**src/rtl/board_ctrl_pkg.sv**
```systemverilog
// Shared types and defaults for the board housekeeping block: reset FSM states,
// default cycle constants (50 MHz board clock), and the counter width helper.
// Latency: n/a (types only). Backpressure: n/a.
package board_ctrl_pkg;

  typedef enum logic [1:0] {
    HOLD = 2'd0,
    QUAL = 2'd1,
    REL  = 2'd2,
    RUN  = 2'd3
  } rst_state_t;

  localparam int DEF_N_KEYS        = 4;
  localparam int DEF_DEBOUNCE_CYC  = 1_000_000;   // 20 ms
  localparam int DEF_N_RST         = 2;
  localparam int DEF_RST_STAGE_CYC = 1024;
  localparam int DEF_N_ACT         = 8;
  localparam int DEF_STRETCH_CYC   = 2_500_000;   // 50 ms
  localparam int DEF_HB_HALF_CYC   = 25_000_000;  // 1 Hz heartbeat

  // Bits needed to hold 0..max_cnt; never returns less than 1 so degenerate
  // parameter choices still produce a legal vector.
  function automatic int cnt_w(input int max_cnt);
    return (max_cnt < 1) ? 1 : $clog2(max_cnt + 1);
  endfunction

endpackage

```
**src/rtl/board_status_ctrl_key_debounce.sv**
```systemverilog
// Debounces one raw active-low push key: 2-FF sync, persistence counter, press pulse.
// Latency: key_db follows a stable level 2 sync cycles + DEBOUNCE_CYC cycles later.
// Backpressure: none; free-running, key_press is a single-cycle strobe.
// Ports: clk, reset (async, active-high), key_n (raw, async) ->
//        key_db (1 = pressed), key_press (one cycle on debounced press).
module key_debounce
  import board_ctrl_pkg::*;
#(
  parameter int DEBOUNCE_CYC = DEF_DEBOUNCE_CYC
) (
  input  logic clk,
  input  logic reset,
  input  logic key_n,
  output logic key_db,
  output logic key_press
);

  localparam int CW = cnt_w(DEBOUNCE_CYC - 1);
  localparam logic [CW-1:0] CNT_MAX = CW'(DEBOUNCE_CYC - 1);

  // Synchroniser carries the pressed level (inverted key) so its reset value
  // of 0 matches an idle, unpressed key.
  logic [1:0]    press_sync;
  logic          pressed;
  logic [CW-1:0] cnt;
  logic          key_db_q;

  assign pressed = press_sync[1];

  always_ff @(posedge clk or posedge reset) begin
    if (reset) begin
      press_sync <= 2'b00;
      cnt        <= '0;
      key_db     <= 1'b0;
      key_db_q   <= 1'b0;
    end else begin
      press_sync <= {press_sync[0], ~key_n};
      key_db_q   <= key_db;
      if (pressed == key_db) begin
        cnt <= '0;
      end else if (cnt == CNT_MAX) begin
        key_db <= ~key_db;
        cnt    <= '0;
      end else begin
        cnt <= cnt + 1'b1;
      end
    end
  end

  assign key_press = key_db & ~key_db_q;

endmodule

```
**src/rtl/board_status_ctrl.sv**
```systemverilog
// Board housekeeping: key debounce, staged reset release into N_RST domains, activity/heartbeat LEDs.
// Latency: resets release RST_STAGE_CYC apart after PLL qualification; LEDs/sys_ready registered 1 cycle.
// Backpressure: none; all outputs are levels or single-cycle strobes.
// Ports: clk, reset (async, active-high); key_n[N_KEYS], pll_locked, pcie_link_up (async inputs);
//        act_in[N_ACT] (clk domain strobes) -> key_db, key_press, rst_out[N_RST], sys_ready,
//        act_led[N_ACT], hb_led.
module board_status_ctrl
  import board_ctrl_pkg::*;
#(
  parameter int N_KEYS        = DEF_N_KEYS,
  parameter int DEBOUNCE_CYC  = DEF_DEBOUNCE_CYC,
  parameter int N_RST         = DEF_N_RST,
  parameter int RST_STAGE_CYC = DEF_RST_STAGE_CYC,
  parameter int N_ACT         = DEF_N_ACT,
  parameter int STRETCH_CYC   = DEF_STRETCH_CYC,
  parameter int HB_HALF_CYC   = DEF_HB_HALF_CYC
) (
  input  logic              clk,
  input  logic              reset,
  input  logic [N_KEYS-1:0] key_n,
  input  logic              pll_locked,
  input  logic              pcie_link_up,
  input  logic [N_ACT-1:0]  act_in,
  output logic [N_KEYS-1:0] key_db,
  output logic [N_KEYS-1:0] key_press,
  output logic [N_RST-1:0]  rst_out,
  output logic              sys_ready,
  output logic [N_ACT-1:0]  act_led,
  output logic              hb_led
);

  localparam int STAGE_W = cnt_w(RST_STAGE_CYC - 1);
  localparam int IDX_W   = cnt_w(N_RST - 1);
  localparam int ACT_W   = cnt_w(STRETCH_CYC - 1);
  localparam int HB_W    = cnt_w(HB_HALF_CYC - 1);

  localparam logic [STAGE_W-1:0] STAGE_MAX   = STAGE_W'(RST_STAGE_CYC - 1);
  localparam logic [IDX_W-1:0]   IDX_MAX     = IDX_W'(N_RST - 1);
  localparam logic [ACT_W-1:0]   STRETCH_MAX = ACT_W'(STRETCH_CYC - 1);
  localparam logic [HB_W-1:0]    HB_MAX      = HB_W'(HB_HALF_CYC - 1);

  // ---------------------------------------------------------------- keys
  for (genvar k = 0; k < N_KEYS; k++) begin : g_key
    key_debounce #(
      .DEBOUNCE_CYC (DEBOUNCE_CYC)
    ) u_key_debounce (
      .clk       (clk),
      .reset     (reset),
      .key_n     (key_n[k]),
      .key_db    (key_db[k]),
      .key_press (key_press[k])
    );
  end

  // ------------------------------------------------------ status syncs
  logic [1:0] pll_sync;
  logic [1:0] pcie_sync;
  logic       pll_s;
  logic       pcie_s;

  always_ff @(posedge clk or posedge reset) begin
    if (reset) begin
      pll_sync  <= 2'b00;
      pcie_sync <= 2'b00;
    end else begin
      pll_sync  <= {pll_sync[0], pll_locked};
      pcie_sync <= {pcie_sync[0], pcie_link_up};
    end
  end

  assign pll_s  = pll_sync[1];
  assign pcie_s = pcie_sync[1];

  // ------------------------------------------------- reset sequencer
  // Losing lock or holding key 0 forces HOLD from any state and wins over a
  // release or transition scheduled for the same edge.
  rst_state_t         state;
  logic [STAGE_W-1:0] stage_cnt;
  logic [IDX_W-1:0]   stage_idx;
  logic               abort;

  assign abort = ~pll_s | key_db[0];

  always_ff @(posedge clk or posedge reset) begin
    if (reset) begin
      state     <= HOLD;
      rst_out   <= '1;
      stage_cnt <= '0;
      stage_idx <= '0;
      sys_ready <= 1'b0;
    end else if (abort) begin
      state     <= HOLD;
      rst_out   <= '1;
      stage_cnt <= '0;
      stage_idx <= '0;
      sys_ready <= 1'b0;
    end else begin
      case (state)
        HOLD: begin
          // Not aborting here means lock is present and key 0 is released.
          rst_out   <= '1;
          stage_cnt <= '0;
          stage_idx <= '0;
          sys_ready <= 1'b0;
          state     <= QUAL;
        end
        QUAL: begin
          sys_ready <= 1'b0;
          if (stage_cnt == STAGE_MAX) begin
            stage_cnt <= '0;
            stage_idx <= '0;
            state     <= REL;
          end else begin
            stage_cnt <= stage_cnt + 1'b1;
          end
        end
        REL: begin
          sys_ready <= 1'b0;
          if (stage_cnt == STAGE_MAX) begin
            stage_cnt          <= '0;
            rst_out[stage_idx] <= 1'b0;
            if (stage_idx == IDX_MAX) begin
              state <= RUN;
            end else begin
              stage_idx <= stage_idx + 1'b1;
            end
          end else begin
            stage_cnt <= stage_cnt + 1'b1;
          end
        end
        RUN: begin
          rst_out   <= '0;
          sys_ready <= pcie_s;
        end
        default: begin
          state   <= HOLD;
          rst_out <= '1;
        end
      endcase
    end
  end

  // --------------------------------------------------------- heartbeat
  // Gated by abort as well so the LED drops on the same edge the FSM leaves RUN.
  logic [HB_W-1:0] hb_cnt;

  always_ff @(posedge clk or posedge reset) begin
    if (reset) begin
      hb_cnt <= '0;
      hb_led <= 1'b0;
    end else if (state == RUN && !abort) begin
      if (hb_cnt == HB_MAX) begin
        hb_cnt <= '0;
        hb_led <= ~hb_led;
      end else begin
        hb_cnt <= hb_cnt + 1'b1;
      end
    end else begin
      hb_cnt <= '0;
      hb_led <= 1'b0;
    end
  end

  // ---------------------------------------------------- activity stretch
  // Any strobe reloads the full stretch, so a burst keeps the LED lit until
  // STRETCH_CYC cycles after its last strobe.
  logic [ACT_W-1:0] act_cnt [N_ACT];

  always_ff @(posedge clk or posedge reset) begin
    if (reset) begin
      for (int i = 0; i < N_ACT; i++) begin
        act_cnt[i] <= '0;
      end
      act_led <= '0;
    end else begin
      for (int i = 0; i < N_ACT; i++) begin
        if (act_in[i]) begin
          act_cnt[i] <= STRETCH_MAX;
        end else if (act_cnt[i] != '0) begin
          act_cnt[i] <= act_cnt[i] - 1'b1;
        end
        act_led[i] <= (act_cnt[i] != '0) | act_in[i];
      end
    end
  end

endmodule
```
**config.mk**
```make
export PLATFORM = sky130hd
export DESIGN_NAME = board_status_ctrl
export DESIGN_NICKNAME = d
export VERILOG_FILES = /design/src/rtl/board_ctrl_pkg.sv /design/src/rtl/board_status_ctrl_key_debounce.sv /design/src/rtl/board_status_ctrl.sv
export SDC_FILE = /design/constraint.sdc
export NUM_CORES = 1
export LEC_CHECK = 0
export CELL_PAD_IN_SITES_DETAIL_PLACEMENT = 0
export CELL_PAD_IN_SITES_GLOBAL_PLACEMENT = 1
export CORE_UTILIZATION = 45
export DETAILED_ROUTE_END_ITERATION = 6
export GPL_ROUTABILITY_DRIVEN = 0
export PLACE_DENSITY = 0.87
export SETUP_SLACK_MARGIN = 0.1
export SLEW_MARGIN = 20
export SYNTH_ARGS = -nofsm -noshare
export SYNTH_HDL_FRONTEND = slang
export SYNTH_SLANG_ARGS = --single-unit
export TNS_END_PERCENT = 100
```
**constraint.sdc**
```tcl
create_clock -name clk -period 9.84 [get_ports clk]
set_input_delay 0.984 -clock clk [delete_from_list [all_inputs] [get_ports clk]]
set_output_delay 0.984 -clock clk [all_outputs]
set_load 0.005 [all_outputs]
```
==> results of run 1 <==
## per-stage QoR
step	area, um^2	total power [uW]	setup WS [ps]	hold WS [ps]
after floorplan	16260	1554	4507	331.2
after global placement	16980	1603	6153	336.0
after detailed placement	16980	1609	6108	337.0
after CTS	18280	3062	6648	357.3
after global routing	18280	3149	6404	365.7
final	18280	3022	6748	354.7
## cell families (layout without fill, tap and decap cells)
family / count (synthesis) / count (layout) / synth area share
flops: 326 / 326 / 0.5020
mux: 28 / 28 / 0.01778
simple gates: 824 / 824 / 0.2682
fa+ha+maj: 18 / 18 / 0.01385
xor+xnor: 191 / 191 / 0.1029
buf+inv: 95 / 147 / 0.02502
compound gates: 185 / 185 / 0.07027
## where the power goes
part           internal (uW)  total (uW)  switching, uW
registers               1370        1400           23.8
clock network            893        1440            547
logic                   68.0         186            118
## how the worst max path moves through the flow
stage	end	slack, ps	depth (start not counted)	startpoint
2_1_floorplan	act_cnt[0]	4510	1	reset
3_3_place_gp	g_key[1].u_key_debounce.cnt[17]	6150	4	reset
3_5_place_dp	g_key[1].u_key_debounce.press_sync[1]	6110	4	reset
4_1_cts	g_key[3].u_key_debounce.cnt[12]	6650	4	reset
5_1_grt	g_key[2].u_key_debounce.cnt[18]	6400	4	reset
6_report	act_cnt[83]	6750	5	act_in[4]
## routing by layer
layer,global-route usage,share of wire,up-vias
li1,-,-,5888
met1,0.2265,0.49,5618
met2,0.2715,0.46,105
met3,0.02777,0.030,47
met4,0.04422,0.020,0
met5,0,0,-
## registers in the layout, indices dropped and copies added (netlist names)
register	cells
pcie_sync	2
g_key.u_key_debounce.key_db_q	4
sys_ready	1
act_cnt	176
g_key.u_key_debounce.key_db	4
hb_led	1
state	2
act_led	8
stage_cnt	10
hb_cnt	25
pll_sync	2
rst_out	2
g_key.u_key_debounce.cnt	80
g_key.u_key_debounce.press_sync	8
stage_idx	1
## synthesized netlist by cell type (6+ instances only)
cell / count / area share
dfrtp_1: 324 / 0.50
nor2_1: 247 / 0.057
xor2_1: 124 / 0.067
nand2_1: 81 / 0.019
nor3_1: 71 / 0.022
o21ai_0: 70 / 0.022
xnor2_1: 67 / 0.036
nand3_1: 62 / 0.019
nand2b_1: 58 / 0.022
or3_1: 52 / 0.020
nor4_1: 50 / 0.019
a21oi_1: 46 / 0.014
clkbuf_1: 40 / 0.0092
nand4_1: 40 / 0.015
inv_1: 39 / 0.0090
or4_1: 31 / 0.014
nor2b_1: 30 / 0.012
and3_1: 23 / 0.0089
mux2i_1: 21 / 0.013
ha_1: 18 / 0.014
nor4b_1: 17 / 0.0092
or2_2: 17 / 0.0065
and4_1: 13 / 0.0070
o31ai_1: 13 / 0.0060
buf_4: 8 / 0.0037
a211oi_1: 7 / 0.0032
mux2_2: 7 / 0.0048
o211ai_1: 7 / 0.0032
o31a_1: 7 / 0.0038
a211o_1: 6 / 0.0032
## worst register-to-register path, stage by stage (launching register included)
cell     delay (ps)
dfrtp_1         380
inv_1           120
ha_1            190
nor4b_1         590
nand4_1         490
o21ai_0         470
nor4_1           80
or3_1           350
## layout make-up
type | instances | share of cell area
clock inverters | 14 | 0.01020
well taps | 461 | 0.03156
multi-input cells | 1246 | 0.4207
repair buffers | 40 | 0.02191
flip-flops and latches | 326 | 0.4465
inverters | 39 | 0.008216
clock buffers | 54 | 0.06087
==> results.yml, run 1 <==
clock_tree:
  cts_tree: "built"
  clk_pin_slew_ps: 60
  postCtsHoldBufs: 0
  insertion_delay_ps: 520
  cts_buffer_depth: 3
  ctsResizeCount: 0
  cts_root_buf: "clkbuf_16"
  cts_inserted_buffers: 37
  cts_setup_buffers: 0
  cts.htree.levels: 2
  clock-sinks: 326
timing:
  finalHoldViolCount: 0
  final_max_slew_viol_count: 0
  tns_ps: 0
  relSlewSlack: 0.3497
  fin_crit_sh: 0.3142
  worstMarginPinSlew_ps: 966.5
  setup_viol: 0
  skew_ps: 9.599
  rsz0062_at_grt: "no"
  fmax_mhz: 323.5
  period_minus_slack_ps: 3092
floorplan:
  die_area_mm2: 0.03689
  core_area_mm2: 0.03557
  io_pins: 36
  start_util: 0.4570
  die_x_um: 192.1
  fp-row-count: 69
  fp.dieH_um: 192.1
final_layout:
  nets: 1724
  utilization: 0.5138
  layout.cells.most_common: "dfrtp_1"
  antenna_cells: 0
  final-seq-area_mm2: 0.008160
  final_cell_mix: "324 x dfrtp_1, 247 x nor2_1, 124 x xor2_1, 81 x nand2_1, 71 x nor3_1"
  drive_gt1_frac: 0.06457
  syn2layout_area_growth_pct: 12.42
  multi_input_area_mm2: 0.007689
  nFillCells: 3211
  fin_cells: 2180
yosys:
  avgSynthCellArea_um2: 9.751
  synth_edf_count: 0
  ys_ff_latch: 326
  syn_area_mm2: 0.01626
  synth_cell_type_count: 65
  synth_top_flop_cell: "dfrtp_1"
  synth_seq_area_share: 0.5020
  synthesis.nets: 1701
  async_reset_ff_frac: 1.000
  synth_warnings: 0
  syn_inst: 1667
setup_path:
  cp_top_family: "simple AND/OR/NAND/NOR gates"
  r2r_slack_ps: 7040
  path_max_fanout: 26
  cpPeakStageDelay_ps: 830
  crit_chain: "clkdlybuf4s50_1 -> nand4b_1 -> o21ai_2 -> nor3_1 -> or3b_1"
  crit_required_ps: 10230
  cpMaxStageDelayCell: "clkdlybuf4s50_1"
  worstSetupPathType: "in2reg"
  start_kind: "primary input"
  worstPathArrival_ps: 3480
  reg2reg_depth: 7
  path_buf_inv: 1
  cp-end-kind: "flop"
  r2r_start: "act_cnt[110]"
  rr_endpoint: "act_cnt[114]"
placed_design:
  port_buffers: 35
  place_hpwl_um: 18920
  dp.cells: 2112
power_and_ir_drop:
  leakage_uw: 0.006892
  power_density_mw_per_mm2: 165.4
  max-vdd-ir-drop_uv: 152.7
job:
  drv_cap: 0
drt:
  wl_per_cell_um: 13.55
  drt_iter0_drc: 600
  drc_errors: 0
  num_vias: 11660
  drtPass1Iterations: 4
  routed_via_density: 5.348
  ant_nets: 0
  wirelength_um: 29540
worst_hold_path:
  holdCritPathClass: "reg2reg"
  min_delay_path_depth: 0
  hp-start: "g_key[1].u_key_debounce.press_sync[0]"
  holdPathEnd: "g_key[1].u_key_debounce.press_sync[1]"
global_route:
  grt_pass1_wl_um: 52190
  groute.usage.overall: 0.1656
  antenna_found_initial: 0
  grt_max_degree: 171
  grt.overflow.total: 0
  grt_pass1_vias: 11380
outcome:
  outcome: "finished clean"
(Power assumes the default switching activity.)
==> run 2, diff against run 1 <==
==> constraint.sdc (replaced) <==
create_clock -name clk -period 2.8 [get_ports clk]
set_input_delay 0.28 -clock clk [delete_from_list [all_inputs] [get_ports clk]]
set_output_delay 0.28 -clock clk [all_outputs]
set_load 0.005 [all_outputs]
==> results.yml, run 2 (synthesis results as in run 1) <==
clock_tree:
  clock-sinks: 326
  ctsResizeCount: 0
  clk_pin_slew_ps: 60
  cts.htree.levels: 2
  insertion_delay_ps: 520
  cts_buffer_depth: 3
  cts_inserted_buffers: 38
  cts_root_buf: "clkbuf_16"
  cts_tree: "built"
  postCtsHoldBufs: 0
  cts_setup_buffers: 0
timing:
  holdWs_ps: 105.5
  fin_crit_sh: 0.8839
  rsz0062_at_grt: "no"
  finalHoldViolCount: 0
  fmax_mhz: 404.1
  period_minus_slack_ps: 2475
  worstMarginPinSlew_ps: 799.1
  relSlewSlack: 0.4631
  final_max_slew_viol_count: 0
  setup_viol: 0
  skew_ps: 13.55
power_and_ir_drop:
  power_frac_clock: 0.476
  p_seq_frac: 0.460
  leakage_uw: 0.007044
  power.switching_uw: 2391
  p_int_uw: 8267
  max-vdd-ir-drop_uv: 518.4
  power_density_mw_per_mm2: 575.6
  swShare: 0.2243
  combPwrFrac: 0.064
setup_path:
  path_max_fanout: 11
  crit_chain: "or4_4 -> or4_4 -> o21bai_4 -> nor4_1 -> or3_1"
  worstSetupPathType: "reg2reg"
  cpMaxStageDelayCell: "or4_4"
  start_kind: "flop"
  cpPeakStageDelay_ps: 610
  cp_top_family: "simple AND/OR/NAND/NOR gates"
  path_buf_inv: 0
  worstPathArrival_ps: 2860
  cp-end-kind: "flop"
  crit_top_cell: "or4_4"
  crit_required_ps: 3190
final_layout:
  fin_cells: 2208
  final_cell_mix: "324 x dfrtp_1, 247 x nor2_1, 124 x xor2_1, 81 x nand2_1, 71 x nor3_1"
  syn2layout_area_growth_pct: 13.90
  drive_gt1_frac: 0.07842
  nets: 1753
  largest_reg_flops: 176
  layout.cells.most_common: "dfrtp_1"
  regMostFlops: "act_cnt"
  antenna_cells: 0
  utilization: 0.5205
  largestRegisters: "act_cnt x176, g_key.u_key_debounce.cnt x80, hb_cnt x25"
drt:
  drc_errors: 0
  drt_iter0_drc: 640
  ant_nets: 0
  wl_per_cell_um: 13.37
  drtPass1Iterations: 4
  num_vias: 11870
  routed_via_density: 5.376
  wirelength_um: 29510
floorplan:
  die_area_mm2: 0.03689
  fp.dieH_um: 192.1
  die_x_um: 192.1
  core_area_mm2: 0.03557
  io_pins: 36
  fp-row-count: 69
  start_util: 0.4570
global_route:
  grt_use_met3: 0.03124
  groute.usage.overall: 0.1673
  grt_max_degree: 104
  grt.overflow.total: 0
  gr-usage-met2: 0.2788
  antenna_found_initial: 1
  grt_pass1_wl_um: 52940
  met1_usage: 0.2245
  grt_pass1_vias: 11700
  busiest_layer: "met2"
outcome:
  outcome: "finished clean"
job:
  drv_cap: 0
placed_design:
  place_hpwl_um: 19060
  port_buffers: 35
  dp.cells: 2140
worst_hold_path:
  holdCritPathClass: "in2async"
## run 2: layout make-up
| class | instances | area [um^2] |
|---|---|---|
| fill | 3257 | 17050 |
| sequential | 326 | 8160 |
| multi-input combinational | 1246 | 7689 |
| clock buffer | 58 | 1147 |
| timing repair buffer | 68 | 635.6 |
| tap | 461 | 576.8 |
| clock inverter | 10 | 156.4 |
| inverter | 39 | 150.1 |
## run 2: per-layer routing
metal	up-vias	wire length [um]
li1	5949	-
met1	5766	14540
met2	109	13480
met3	44	981
met4	2	492
met5	-	13
## run 2: worst paths after layout
check	startpoint	endpoint	slack, ps	depth (start not counted)
worst max-delay path	act_cnt[38]	act_cnt[39]	330	5
worst min-delay path	reset	act_cnt[100]	110	2
worst max register to register	act_cnt[38]	act_cnt[39]	330	5
worst min register to register	g_key[3].u_key_debounce.press_sync[0]	g_key[3].u_key_debounce.press_sync[1]	350	0
max in group asynchronous	reset	rst_out[0]	1850	3
min in group clk	pll_locked	pll_sync[0]	210	1
## run 2: power groups by stage
| stage | clock network, uW | logic [uW] | registers, uW |
|---|---|---|---|
| after floorplan | 0 | 492 | 4970 |
| after global placement | 0 | 679 | 4980 |
| after detailed placement | 0 | 694 | 4990 |
| after CTS | 5260 | 697 | 4900 |
| after global routing | 5460 | 794 | 4920 |
| final | 5070 | 684 | 4900 |
## run 2: metrics by stage
stage	power (uW)	TNS, ps	instance area, um^2	setup slack, ps
after floorplan	5462	-593930	16260	-1829
after global placement	5661	0	17210	368.9
after detailed placement	5679	0	17210	335.1
after CTS	10860	0	18520	324.6
after global routing	11170	0	18520	215.4
final	10660	0	18520	325.1
## run 2: worst register-to-register path: cells and delay by family (launching register included)
kind / cells / cell delay (ps)
AND/OR/NAND/NOR: 4 / 1630
AO/OA/AOI/OAI: 1 / 280
flip-flops: 1 / 440
==> run 3, diff against run 2 <==
--- a/config.mk
+++ b/config.mk
@@ -5,9 +5,10 @@
 export SDC_FILE = /design/constraint.sdc
 export NUM_CORES = 1
 export LEC_CHECK = 0
+export ABC_AREA = 1
 export CELL_PAD_IN_SITES_DETAIL_PLACEMENT = 0
 export CELL_PAD_IN_SITES_GLOBAL_PLACEMENT = 1
-export CORE_UTILIZATION = 45
+export CORE_UTILIZATION = 42
 export DETAILED_ROUTE_END_ITERATION = 6
 export GPL_ROUTABILITY_DRIVEN = 0
 export PLACE_DENSITY = 0.87
==> results.yml, run 3 <==
timing:
  holdWs_ps: 153.4
  skew_ps: 11.53
  finalHoldViolCount: 0
  fin_crit_sh: 0.7311
  fmax_mhz: 488.5
  setup_viol: 0
  final_max_slew_viol_count: 0
  relSlewSlack: 0.5962
  worstMarginPinSlew_ps: 604.4
  rsz0062_at_grt: "no"
  period_minus_slack_ps: 2047
drt:
  drtPass1Iterations: 5
  wl_per_cell_um: 12.71
  num_vias: 16420
  ant_nets: 0
  routed_via_density: 4.939
  drc_errors: 0
  drt_iter0_drc: 1109
  wirelength_um: 42250
final_layout:
  largest_reg_flops: 176
  syn2layout_area_growth_pct: 12.83
  fin_cells: 3324
  final_cell_mix: "606 x nand2_1, 599 x nor2_1, 329 x inv_1, 324 x dfrtp_1, 236 x nand3_1"
  drive_gt1_frac: 0.07174
  regMostFlops: "act_cnt"
  layout.cells.most_common: "nand2_1"
  largestRegisters: "act_cnt x176, g_key.u_key_debounce.cnt x80, hb_cnt x25"
  antenna_cells: 0
  nFillCells: 4364
  nets: 2736
clock_tree:
  ctsResizeCount: 0
  postCtsHoldBufs: 0
  insertion_delay_ps: 550
  cts_inserted_buffers: 39
  clk_pin_slew_ps: 60
  clock-sinks: 326
  cts_buffer_depth: 3
  cts.htree.levels: 2
  cts_root_buf: "clkbuf_16"
  cts_setup_buffers: 0
  cts_tree: "built"
setup_path:
  crit_required_ps: 3220
  cp-end-kind: "flop"
  worstSetupPathType: "reg2reg"
  path_max_fanout: 11
  crit_chain: "inv_1 -> ha_1 -> nand2_2 -> nor2_4 -> nand3_1 -> nor2_2 -> nor2_1"
  cp_top_family: "simple AND/OR/NAND/NOR gates"
  path_buf_inv: 1
  cpMaxStageDelayCell: "nor2_2"
  cpPeakStageDelay_ps: 440
  start_kind: "flop"
  worstPathArrival_ps: 2470
yosys:
  synth_top_flop_cell: "dfrtp_1"
  synth_common_cells: "606 x nand2_1, 599 x nor2_1, 330 x inv_1"
  synth_top_cell_by_area: "dfrtp_1"
  syn_area_mm2: 0.01901
  syn_inst: 2647
  synth.most_common_cell: "nand2_1"
  synth_seq_area_share: 0.4292
  avgSynthCellArea_um2: 7.183
  synth_edf_count: 0
  ys_ff_latch: 326
  synth_warnings: 0
  async_reset_ff_frac: 1.000
  synth_top_area_frac: 0.4264
  synth_cell_type_count: 48
  synthTopCellsByArea: "dfrtp_1 43%, nand2_1 12%, nor2_1 12%, inv_1 6.5%, nand3_1 6.2%"
  synthesis.nets: 2681
floorplan:
  io_pins: 36
  fp-row-count: 77
  start_util: 0.4281
  die_x_um: 214.8
  core_area_mm2: 0.04441
  fp.dieH_um: 214.8
  die_area_mm2: 0.04613
power_and_ir_drop:
  p_int_uw: 8360
  leakage_uw: 0.009748
  power_density_mw_per_mm2: 511.2
  power_uw: 10970
  power_frac_clock: 0.495
  max-vdd-ir-drop_uv: 413.4
  swShare: 0.2378
  p_seq_frac: 0.446
  combPwrFrac: 0.059
  power.switching_uw: 2609
global_route:
  grt_use_met3: 0.03326
  grt_pass1_vias: 15700
  busiest_layer: "met2"
  grt.overflow.total: 0
  gr-usage-met2: 0.3200
  grt_max_degree: 70
  groute.usage.overall: 0.1879
  antenna_found_initial: 0
  grt_pass1_wl_um: 73690
  met1_usage: 0.2467
placed_design:
  place_hpwl_um: 30540
  port_buffers: 35
  dp.cells: 3253
job:
  drv_cap: 0
worst_hold_path:
  holdCritPathClass: "in2async"
outcome:
  outcome: "finished clean"
-- run 3: cell types whose count changed after synthesis, sizes merged, moves of 36 or more --
| cell | delta |
|---|---|
| xor2 | -85 |
| xnor2 | -36 |
| nand3 | +181 |
| nand2b | -58 |
| nor2 | +402 |
| or3 | -54 |
| nor3 | -36 |
| inv | +304 |
| nand2 | +543 |
| nor4 | -52 |
| nand4 | +44 |
-- run 3: power by group through the flow --
| stage | Clock [uW] | Sequential (uW) | Combinational [uW] |
|---|---|---|---|
| global placement | 0 | 4980 | 641 |
| detailed placement | 0 | 4980 | 659 |
| CTS | 5600 | 4890 | 662 |
| global route | 5770 | 4910 | 758 |
| finish | 5430 | 4890 | 642 |
| floorplan | 0 | 4960 | 457 |
-- run 3: kinds of logic after synthesis --
family	share of synthesized area
and+or+nand+nor	0.3990
buffers and inverters	0.07942
DFF	0.4292
AOI/OAI and AO/OA	0.04830
xor gates and xnor gates	0.03224
adders and majority gates	0.01184
-- run 3: path summary, 6_finish.rpt --
path                                                  startpoint                               endpoint  slack, ps  cells past startpoint
setup reg to reg                                     act_cnt[22]                            act_cnt[41]        750                      7
min in group clk                                      pll_locked                            pll_sync[0]        170                      1
setup / recovery                                     act_cnt[22]                            act_cnt[41]        750                      7
hold / removal                                             reset                             act_led[0]        150                      2
hold reg to reg            g_key[2].u_key_debounce.press_sync[0]  g_key[2].u_key_debounce.press_sync[1]        350                      0
max in group asynchronous                                  reset                           act_cnt[115]       1880                      3
-- run 3: metrics by stage --
| stage | setup WS, ps | TNS, ps | instance area (um^2) | utilization |
|---|---|---|---|---|
| floorplan | -1829 | -593930 | 19020 | - |
| global placement | 798.5 | 0 | 20070 | 0.4520 |
| detailed placement | 712.8 | 0 | 20070 | 0.4520 |
| CTS | 710.3 | 0 | 21450 | 0.4831 |
| global route | 518.3 | 0 | 21450 | 0.4831 |
| finish | 752.9 | 0 | 21450 | 0.4831 |
-- run 3: cell type report --
| class | count | area (um^2) | area share |
|---|---|---|---|
| clock buffers | 52 | 1147 | 0.05348 |
| clock inverters | 19 | 232.7 | 0.01085 |
| inverters | 349 | 1321 | 0.06159 |
| multi-input cells | 1940 | 9344 | 0.4355 |
| flip-flops and latches | 326 | 8160 | 0.3804 |
| well taps | 592 | 740.7 | 0.03453 |
| repair buffers | 46 | 508.0 | 0.02368 |
-- run 3: worst reg2reg max path, delay by kind of cell, from the launching register on --
family        cells  cell delay (ps)
simple gates      5             1160
buf+inv           1              120
flops             1              360
fa+ha+maj         1              280
-- run 3: layer usage --
layer  part of all wire  up-vias  wire length (um)
met3              0.040       57              1669
met1               0.48     7625             20140
met5                  0        -                 0
met4              0.018        0               765
met2               0.47      255             19670
li1                   -     8479                 -
